`src/rtl/comparator_bist_pkg.sv`:
```
// Shared types for the comparator self-test engine: FSM states and the golden a>b reference.
package comparator_bist_pkg;

   typedef enum logic [1:0] {IDLE, HOLD, CHECK, DONE} state_t;

   localparam int MAX_WIDTH = 8;

   function automatic logic gt_golden(input logic [MAX_WIDTH-1:0] a, input logic [MAX_WIDTH-1:0] b);
      return a > b;
   endfunction

endpackage

```
`src/rtl/comparator_bist_operand_sweeper.sv`:
```
// Operand vector counter: A is the upper half, B the lower half, so B sweeps fastest.
module operand_sweeper #(
   parameter int WIDTH = 2
) (
   input  logic             clk,
   input  logic             rst,
   input  logic             clr,
   input  logic             en,
   output logic [WIDTH-1:0] vec_a,
   output logic [WIDTH-1:0] vec_b,
   output logic             last
);

   localparam int CW = 2 * WIDTH;

   logic [CW-1:0] cnt_q, cnt_d;

   always_comb begin
      cnt_d = cnt_q;
      if (clr) begin
         cnt_d = '0;
      end else if (en) begin
         cnt_d = cnt_q + CW'(1);
      end
   end

   always_ff @(posedge clk) begin
      if (rst) begin
         cnt_q <= '0;
      end else begin
         cnt_q <= cnt_d;
      end
   end

   assign vec_a = cnt_q[CW-1:WIDTH];
   assign vec_b = cnt_q[WIDTH-1:0];
   assign last  = &cnt_q;

endmodule

```
`src/rtl/comparator_bist.sv`:
```
// Exhaustive self-test of a greater-than comparator: sweeps all (A,B) pairs, holds each
// SETTLE cycles, checks dut_gt against a>b, counts mismatches and captures the first one.
module comparator_bist
   import comparator_bist_pkg::*;
#(
   parameter int WIDTH  = 2,
   parameter int SETTLE = 1
) (
   input  logic               clk,
   input  logic               rst,
   input  logic               start,
   output logic [WIDTH-1:0]   dut_a,
   output logic [WIDTH-1:0]   dut_b,
   input  logic               dut_gt,
   output logic               busy,
   output logic               done,
   output logic               pass,
   output logic [2*WIDTH:0]   err_count,
   output logic               fail_valid,
   output logic [WIDTH-1:0]   first_fail_a,
   output logic [WIDTH-1:0]   first_fail_b
);

   localparam int EW = 2 * WIDTH + 1;
   localparam int SW = (SETTLE > 1) ? $clog2(SETTLE) : 1;
   // With no settle time every vector is checked on the cycle it appears.
   localparam state_t VEC_STATE = (SETTLE == 0) ? CHECK : HOLD;

   state_t          state_q, state_d;
   logic [SW-1:0]   settle_q, settle_d;
   logic            busy_q, busy_d;
   logic            done_q, done_d;
   logic            pass_q, pass_d;
   logic [EW-1:0]   err_q, err_d;
   logic            fv_q, fv_d;
   logic [WIDTH-1:0] ffa_q, ffa_d;
   logic [WIDTH-1:0] ffb_q, ffb_d;
   logic            sweep_clr, sweep_en, sweep_last, mismatch;

   operand_sweeper #(.WIDTH(WIDTH)) u_sweeper (
      .clk   (clk),
      .rst   (rst),
      .clr   (sweep_clr),
      .en    (sweep_en),
      .vec_a (dut_a),
      .vec_b (dut_b),
      .last  (sweep_last)
   );

   always_comb begin
      state_d   = state_q;
      settle_d  = settle_q;
      busy_d    = busy_q;
      done_d    = done_q;
      pass_d    = pass_q;
      err_d     = err_q;
      fv_d      = fv_q;
      ffa_d     = ffa_q;
      ffb_d     = ffb_q;
      sweep_clr = 1'b0;
      sweep_en  = 1'b0;
      mismatch  = 1'b0;
      case (state_q)
         IDLE, DONE: begin
            if (start) begin
               state_d   = VEC_STATE;
               sweep_clr = 1'b1;
               settle_d  = '0;
               busy_d    = 1'b1;
               done_d    = 1'b0;
               pass_d    = 1'b0;
               err_d     = '0;
               fv_d      = 1'b0;
               ffa_d     = '0;
               ffb_d     = '0;
            end
         end
         HOLD: begin
            if (int'(settle_q) >= SETTLE - 1) begin
               state_d = CHECK;
            end else begin
               settle_d = settle_q + SW'(1);
            end
         end
         CHECK: begin
            mismatch = (dut_gt != gt_golden(MAX_WIDTH'(dut_a), MAX_WIDTH'(dut_b)));
            if (mismatch) begin
               err_d = err_q + EW'(1);
               if (!fv_q) begin
                  fv_d  = 1'b1;
                  ffa_d = dut_a;
                  ffb_d = dut_b;
               end
            end
            if (sweep_last) begin
               state_d = DONE;
               busy_d  = 1'b0;
               done_d  = 1'b1;
               pass_d  = (err_d == '0);
            end else begin
               sweep_en = 1'b1;
               settle_d = '0;
               state_d  = VEC_STATE;
            end
         end
         default: state_d = IDLE;
      endcase
   end

   always_ff @(posedge clk) begin
      if (rst) begin
         state_q  <= IDLE;
         settle_q <= '0;
         busy_q   <= 1'b0;
         done_q   <= 1'b0;
         pass_q   <= 1'b0;
         err_q    <= '0;
         fv_q     <= 1'b0;
         ffa_q    <= '0;
         ffb_q    <= '0;
      end else begin
         state_q  <= state_d;
         settle_q <= settle_d;
         busy_q   <= busy_d;
         done_q   <= done_d;
         pass_q   <= pass_d;
         err_q    <= err_d;
         fv_q     <= fv_d;
         ffa_q    <= ffa_d;
         ffb_q    <= ffb_d;
      end
   end

   assign busy         = busy_q;
   assign done         = done_q;
   assign pass         = pass_q;
   assign err_count    = err_q;
   assign fail_valid   = fv_q;
   assign first_fail_a = ffa_q;
   assign first_fail_b = ffb_q;

endmodule

```
`config.mk`:
```
export PLATFORM = sky130hd
export DESIGN_NAME = comparator_bist
export DESIGN_NICKNAME = d
export VERILOG_FILES = /design/src/rtl/comparator_bist_pkg.sv /design/src/rtl/comparator_bist_operand_sweeper.sv /design/src/rtl/comparator_bist.sv
export SDC_FILE = /design/constraint.sdc
export NUM_CORES = 1
export LEC_CHECK = 0
export CAP_MARGIN = 15
export CORE_UTILIZATION = 50
export CTS_BUF_LIST = sky130_fd_sc_hd__clkbuf_8
export CTS_CLUSTER_DIAMETER = 50
export CTS_CLUSTER_SIZE = 40
export DETAILED_ROUTE_END_ITERATION = 12
export PLACE_DENSITY = 0.89
export REMOVE_ABC_BUFFERS = 1
export SYNTH_ARGS = -nofsm -noshare
export SYNTH_HDL_FRONTEND = slang
export SYNTH_SLANG_ARGS = --single-unit
export TNS_END_PERCENT = 1
```
`constraint.sdc`:
```
create_clock -name clk -period 2.3 [get_ports clk]
set_input_delay 0.345 -clock clk [delete_from_list [all_inputs] [get_ports clk]]
set_output_delay 0.345 -clock clk [all_outputs]
set_load 0.05 [all_outputs]
```
==> results of run 1 <==
## placed cells by master, fill, tap and decap left out, types with 5 or more instances in the layout
cell type        synthesis  routed
inv_1                    5       5
nand2b_1                 8       8
a21oi_1                  8       8
ha_1                     7       7
clkdlybuf4s50_1          0      20
nor2_1                  11      11
nand2_1                 10      10
a31oi_1                  5       5
nand3_1                  5       5
buf_4                    0       5
nor3_1                   5       5
dfxtp_1                 19      19
## cells by family (layout without fill, tap and decap cells)
logic type / Yosys count / after routing
buf+inv: 11 / 34
mux: 4 / 4
fa+ha+maj: 7 / 7
flops: 19 / 19
xor+xnor: 2 / 2
compound gates: 36 / 36
simple gates: 59 / 59
## metal layers
| metal | track usage, % | vias to the layer above | wire length (µm) |
|---|---|---|---|
| li1 | - | 552 | - |
| met3 | 5.15 | 6 | 159 |
| met4 | 6.19 | 0 | 58 |
| met2 | 41.8 | 38 | 1430 |
| met5 | 0 | - | 0 |
| met1 | 29.8 | 551 | 1230 |
## stage by stage
step / utilization, % / area [µm²]
4_1_cts: 66.3 / 1450
2_1_floorplan: - / 1130
6_report: 66.3 / 1450
3_5_place_dp: 64.2 / 1410
5_1_grt: 66.3 / 1450
3_3_place_gp: 64.2 / 1410
## flip-flops by register name, indices dropped and copies added (netlist names), 2 cells and up
| signal | flops |
|---|---|
| first_fail_b | 2 |
| u_sweeper.cnt_q | 4 |
| first_fail_a | 2 |
| err_count | 5 |
| state_q | 2 |
## worst paths after layout
path	startpoint	to	slack (ns)	depth (start not counted)
max	err_count[3]	err_count[3]	0.26	1
min	first_fail_a[0]	first_fail_a[0]	0.48	2
max reg2reg	u_sweeper.cnt_q[2]	pass	0.26	7
min reg2reg	first_fail_a[0]	first_fail_a[0]	0.48	2
## report_power, final
part	internal, W	switching [W]	total (W)
combinational	0.000195	0.000379	0.000575
clock	0.000120	0.000109	0.000229
sequential	0.000360	0.0000252	0.000385
total	0.000675	0.000513	0.00119
## final cells by class
| class | instances | area share, % |
|---|---|---|
| multi-input cells | 108 | 50.6 |
| flip-flops and latches | 19 | 26.2 |
| repair buffers | 25 | 16.4 |
| clock buffers | 3 | 2.84 |
| well taps | 28 | 2.41 |
| inverters | 5 | 1.29 |
| clock inverters | 1 | 0.345 |
==> run_results.csv, run 1 <==
group,metric,value,unit
run_status,status,"finished, final reports clean",
worst_setup_path,worstPathArrival,1.70,ns
logic_synthesis,synth_mux_area_share,3.67,%
die,ios,21,
drt,drtPass1Iterations,6,
placed_design,pre_cts_ws,0.231,ns
worst_setup_path,cp.required,1.96,ns
pwr,p_leak,0.514,nW
cells_and_area,num-nets-final,173,
sta,finalSetupViolCount,0,
logic_synthesis,synth-seq-cells,19,
sta,fin_setup_tns,0,ns
clock_network,cts_resized,0,
clock_network,hold_buffers,0,
die,initial_core_util,52.9,%
run,maxCapViolations,0,
sta,slew_violations,0,
worst_setup_path,end_kind,"primary output",
drt,vias,1147,
logic_synthesis,synth.most_common_cell,"dfxtp_1",
worst_setup_path,path_class,"flop to primary output",
sta,hold_violations,0,
worst_setup_path,crit_buf_inv,1,
logic_synthesis,netlist_instances,138,
clock_network,clock-sinks,19,
logic_synthesis,synth_compound_area_share,22.8,%
logic_synthesis,synth_top_family_by_area,"simple AND/OR/NAND/NOR gates",
clock_network,post_cts_buffers,0,
pwr,ir_drop,0.000693,V
placed_design,gp_congestion,0.939,
cells_and_area,area_growth,25.4,%
sta,final.setup.worst_slack,0.256,ns
sta,clock_skew,0.00130,ns
clock_network,cts_tree,"done",
logic_synthesis,synthAdderAreaFrac,7.56,%
logic_synthesis,ys_seq_area_share,32.8,%
sta,slew_headroom,65.7,%
cells_and_area,fillCellCount,190,
global_route,first_global_vias,1049,
global_route,grt.total_usage,24.1,%
drt,drtIter0Drc,48,
clock_network,clk_pin_slew,0.07,ns
cells_and_area,seq_area,380,µm²
die,die-height,50.1,µm
die,placementRows,17,
drt,wl_per_cell,15.2,µm
worst_setup_path,slowest_stage,"clkdlybuf4s50_1",
logic_synthesis,postSynthAreaPerCell,8.40,µm²
logic_synthesis,synth_area_leader_cell,"dfxtp_1",
sta,period_minus_slack,2.04,ns
placed_design,hpwl,2090,µm
drt,wl,2870,µm
cells_and_area,multi_input_area,734,µm²
sta,worstMarginPinSlew,0.510,ns
logic_synthesis,ys.flop_type,"dfxtp_1",
logic_synthesis,synth_area_leaders,"dfxtp_1, ha_1, nand2b_1",
placed_design,portBuffers,20,
logic_synthesis,synth_top_cells_by_count,"dfxtp_1, nor2_1, nand2_1",
clock_network,cts_buffer_depth,2,
worst_setup_path,cp_cell_sequence,"clkdlybuf4s50_1",
logic_synthesis,syn-cell-area,1160,µm²
placed_design,dp_cells,185,
sta,rsz0062_at_grt,"false",
worst_setup_path,slowest_delay,0.88,ns
sta,period_share,88.9,%
cells_and_area,layout-drive-gt1-share,11.2,%
sta,fin_hold_ws,0.484,ns
global_route,grt-ovfl-total,0,
global_route,antenna_found_initial,0,
drt,post_drt_via_cell_ratio,6.07,
worst_setup_path,cp_max_fo,9,
logic_synthesis,async_reset_ff_share,0,%
logic_synthesis,synthXorXnorAreaFrac,1.51,%
clock_network,htreeDepth,1,
global_route,grt_pass1_wl,4680,µm
logic_synthesis,yosys_warnings,0,
pwr,power.density,818,nW/µm²
clock_network,clk_latency,0.25,ns
pwr,power,0.00119,W
die,die_w,50.1,µm
logic_synthesis,yosys.cell_types.count,40,
clock_network,cts_made_buffers,3,
die,coreArea,2190,µm²
min_path,hold_path.class,"flop to flop",
worst_setup_path,startpoint_type,"flop",
clock_network,cts-root-buf,"clkbuf_8",
sta,fmax,0.489,GHz
drt,drc,0,
logic_synthesis,synth-simple-area-share,27.9,%
global_route,grt_max_degree,16,
logic_synthesis,synth_edf_count,0,
cells_and_area,fin_cells,189,
logic_synthesis,synth_top_area_share,32.8,%
die,die_area,2510,µm²
drt,ant_nets,0,
cells_and_area,antennaDiodeCount,0,
worst_setup_path,crit_family,"buffers and inverters",
No activity file was read; power rests on OpenSTA's default activity.
==> run 2, diff against run 1 <==
- GPL_ROUTABILITY_DRIVEN: not set -> 0
==> run 2 against run 1 <==
- fmax down 2.2%
- largest cell class unchanged
- combinational power is 0.9% lower
- highest routed layer unchanged
- clock-buffer cell count stayed put
- final area is the same
- cell count is the same
- worst setup slack got worse by 0.047 ns
- core utilization unchanged
- via count down 3.1%
- clock skew increased by 0.0049 ns
- die area stayed put
- sequential share of layout area unchanged
- critical path type is now flop to flop
- critical endpoint is now pass
- sequential power hardly changed
==> run_results.csv, run 2 (synthesis gave the netlist of run 1 again) <==
group,metric,value,unit
worst_setup_path,slowest_delay,0.39,ns
die,initial_core_util,52.9,%
cells_and_area,area_growth,25.4,%
sta,finalSetupViolCount,0,
clock_network,cts_tree,"done",
placed_design,hpwl,2120,µm
die,die_area,2510,µm²
sta,rsz0062_at_grt,"false",
die,die_w,50.1,µm
clock_network,clk_latency,0.26,ns
global_route,grt.total_usage,23.8,%
global_route,grt_max_degree,16,
clock_network,clock-sinks,19,
pwr,p_leak,0.514,nW
pwr,switching_power,0.000517,W
worst_setup_path,worstPathArrival,2.25,ns
sta,clock_skew,0.00622,ns
clock_network,cts-root-buf,"clkbuf_8",
cells_and_area,antennaDiodeCount,0,
drt,post_drt_via_cell_ratio,5.88,
cells_and_area,fillCellCount,175,
sta,worstMarginPinSlew,0.512,ns
clock_network,cts_buffer_depth,2,
drt,ant_nets,0,
clock_network,clk_pin_slew,0.08,ns
pwr,power,0.00119,W
clock_network,cts_made_buffers,3,
drt,drtPass1Iterations,4,
sta,fmax,0.478,GHz
worst_setup_path,cp_max_fo,6,
die,ios,21,
cells_and_area,fin_util,66.3,%
global_route,antenna_found_initial,0,
pwr,seq_power_share,32.3,%
drt,vias,1111,
cells_and_area,final_common_cell,"clkdlybuf4s50_1",
clock_network,cts_resized,0,
clock_network,hold_buffers,0,
cells_and_area,layout-drive-gt1-share,11.2,%
drt,drc,0,
drt,wl_per_cell,14.7,µm
worst_setup_path,slowest_stage,"dfxtp_1",
global_route,grt-ovfl-total,0,
clock_network,post_cts_buffers,0,
run_status,status,"finished, final reports clean",
global_route,first_global_vias,999,
worst_setup_path,end_kind,"flop",
sta,fin_setup_tns,0,ns
cells_and_area,fin_cells,189,
pwr,p_comb_share,47.8,%
cells_and_area,largest_reg_flops,5,
cells_and_area,num-nets-final,173,
cells_and_area,finalInstanceArea,1450,µm²
placed_design,place_area,1410,µm²
worst_setup_path,cp.required,2.46,ns
pwr,netSwitchingFraction,43.3,%
die,coreArea,2190,µm²
sta,hold_violations,0,
run,maxCapViolations,0,
sta,slew_headroom,65.7,%
clock_network,htreeDepth,1,
placed_design,dp_cells,185,
sta,slew_violations,0,
die,placementRows,17,
cells_and_area,multi_input_area,734,µm²
worst_setup_path,cp_cell_sequence,"inv_1 -> ha_1 -> and3_1 -> a21oi_2 -> nand2_2 -> mux2i_1 -> o41ai_2",
placed_design,portBuffers,20,
min_path,hold_path.class,"flop to flop",
drt,drtIter0Drc,38,
worst_setup_path,startpoint_type,"flop",
die,die-height,50.1,µm
cells_and_area,layout_common_cells,"clkdlybuf4s50_1, dfxtp_1, nor2_1, nand2_1",
sta,period_share,90.9,%
drt,wl,2780,µm
pwr,power.density,821,nW/µm²
worst_setup_path,path_class,"flop to flop",
cells_and_area,seq_area,380,µm²
pwr,power_frac_clock,19.9,%
sta,period_minus_slack,2.09,ns
pwr,p_int,0.000676,W
pwr,ir_drop,0.000708,V
global_route,grt_pass1_wl,4520,µm
-- run 2: final timing paths --
check                     start  endpoint  slack [ns]  depth (start not counted)
min                        done      done        0.48                          2
max          u_sweeper.cnt_q[2]      pass        0.21                          7
min reg2reg                done      done        0.48                          2
max reg2reg  u_sweeper.cnt_q[2]      pass        0.21                          7
-- run 2: critical path: cells and delay by family (launching register included) --
| kind | cells | cell delay [ns] |
|---|---|---|
| and+or+nand+nor | 2 | 0.39 |
| adders and majority gates | 1 | 0.34 |
| AOI/OAI and AO/OA | 2 | 0.61 |
| muxes | 1 | 0.17 |
| DFF | 1 | 0.39 |
| buffers and inverters | 1 | 0.09 |
-- run 2: final cells by class --
type	instances	area share [%]
clock buffers	3	2.84
clock inverters	1	0.345
inverters	5	1.29
multi-input cells	108	50.6
flip-flops and latches	19	26.2
well taps	28	2.41
repair buffers	25	16.4
-- run 2: power by group through the flow --
stage	Combinational [W]	Clock, W	Sequential (W)
floorplan	0.000351	0	0.000444
global placement	0.000538	0	0.000390
detailed placement	0.000562	0	0.000392
CTS	0.000565	0.000240	0.000385
global route	0.000617	0.000256	0.000390
finish	0.000570	0.000237	0.000386
-- run 2: per-layer routing --
layer	vias up	track usage, %	share of wire, %
met5	-	0	0
li1	553	-	-
met3	6	4.85	5.0
met2	36	39.8	51
met1	516	30.3	43
met4	0	7.14	0.79
-- run 2: through the flow --
stage / setup slack, ns / hold WS, ns
global route: 0.147 / 0.493
global placement: 0.341 / 0.453
finish: 0.209 / 0.477
detailed placement: 0.229 / 0.461
CTS: 0.243 / 0.475
floorplan: 0.0770 / 0.414
==> RTL change (config.mk and constraints of run 1) <==
`WIDTH` is set to 2 in 2 places; all go to 4.
--- a/src/rtl/comparator_bist_operand_sweeper.sv
+++ b/src/rtl/comparator_bist_operand_sweeper.sv
@@ -2,3 +2,3 @@
 module operand_sweeper #(
-   parameter int WIDTH = 2
+   parameter int WIDTH = 4
 ) (
--- a/src/rtl/comparator_bist.sv
+++ b/src/rtl/comparator_bist.sv
@@ -5,3 +5,3 @@
 #(
-   parameter int WIDTH  = 2,
+   parameter int WIDTH  = 4,
    parameter int SETTLE = 1
Interface: changed (5 resized); port bits go from 21 to 33. No check against the original RTL was run, so the function may have changed too.
==> RTL change against run 1 <==
The flow now finishes with violations (setup timing); via count rose by 59%; power increased by 61%; first-iteration DRC count rose to 2.8 times the old value; sequential power grew 54%; setup slack worse by 0.30 ns; critical endpoint is now pass; hold slack lost 0.032 ns; design area is 69% higher; sequential cell count grew 12; wire length increased by 74%; synthesized area is 44% higher.
==> RTL change: results (changes against run 1) <==
Power and ir drop
  – Leak pwr: 0.900 nW (+75%)
  – Clk. pwr: 0.560 mW (+140%)
  – Internal power: 1.20 mW (+78%)
  – Seq pwr share: 31.0% (-1.4 points)

Route
  – 1st-iter DRT viols: 132 (+180%)
  – Via Count: 1827 (+59%)

Layout
  – Share of cells above drive strength 1: 23.4% (+12 points)
  – FILL cells: 199 (+4.7%)

Place
  – Gpl congestion: 0.868 (-7.6%)
  – DPL Wire Length: 3060 um (+46%)
  – Port buffer count: 32 (+60%)

Clock network
  – H-tree depth: 2 (+1)
  – Worst skew pair latency: 0.29 ns (+0.04 ns)
  – Setup bufs post-CTS: 2 (+2)
  – Num CTS Buffers: 5 (+2)
  – Cts repair resizes: 9 (+9)

Yosys
  – Yosys cell types: 42 (+5.0%)
  – Main area contributors after synthesis: dfxtp_1 (37%), nor2_1 (6.1%), ha_1 (6.0%)

Global routing
  – Routing usage on met1: 34.7% (+4.9 points)
  – Met2 usage: 44.6% (+2.8 points)
  – Largest net degree at the start of global routing: 15 (-1)

STA
  – Final WS setup: -0.0456 ns (-0.302 ns)
  – Final Setup Violations: 1 (+1)

Critical path
  – Critical path peak fanout: 4 (-5)

Run status
  – Status: finished with violations
  – Violated checks: setup timing
RTL change: area by class of cell:
cell class | count | area, sq um | area share (%)
clock inverter | 2 | 35.0 | 1.43
inverter | 8 | 30.0 | 1.22
sequential | 31 | 627 | 25.5
multi-input combinational | 158 | 1090 | 44.2
tap | 44 | 55.1 | 2.24
clock buffer | 6 | 82.6 | 3.36
timing repair buffer | 60 | 542 | 22.0
RTL change: path summary, 6_finish.rpt:
kind | startpoint | end | slack [ns]
setup / recovery | u_sweeper.cnt_q[1] | pass | -0.05
hold / removal | first_fail_a[2] | first_fail_a[2] | 0.45
setup reg to reg | u_sweeper.cnt_q[1] | pass | -0.05
hold reg to reg | first_fail_a[2] | first_fail_a[2] | 0.45
RTL change: worst max-delay path, stage by stage, from the launching register on:
cell and delay [ns]:
dfxtp_2 0.34, inv_2 0.05, ha_4 0.22, nor2b_4 0.13
o211a_4 0.25, o31ai_4 0.31, nor2_2 0.09, or4_1 0.42
a32o_1 0.23, o31ai_1 0.21
RTL change: logic make-up (layout without fill, tap and decap cells):
group | Yosys count | in the layout | synth area share (%)
mux | 2 | 2 | 1.20
flops | 31 | 31 | 37.2
buf+inv | 18 | 76 | 4.04
xor+xnor | 7 | 7 | 3.67
simple gates | 92 | 92 | 27.3
compound gates | 49 | 49 | 20.7
fa+ha+maj | 8 | 8 | 5.99
RTL change: routing by layer:
metal	wire length (um)	part of all wire (%)	up-vias
li1	-	-	871
met2	2340	47	63
met4	112	2.2	0
met5	0	0	-
met1	2290	46	877
met3	260	5.2	16
RTL change: stage by stage:
step                power [mW]  setup slack, ns
CTS                       1.83         -0.00546
floorplan                 1.04           -0.415
detailed placement        1.26           -0.177
finish                    1.91          -0.0456
global route              2.01           -0.135
global placement          1.24           0.0267
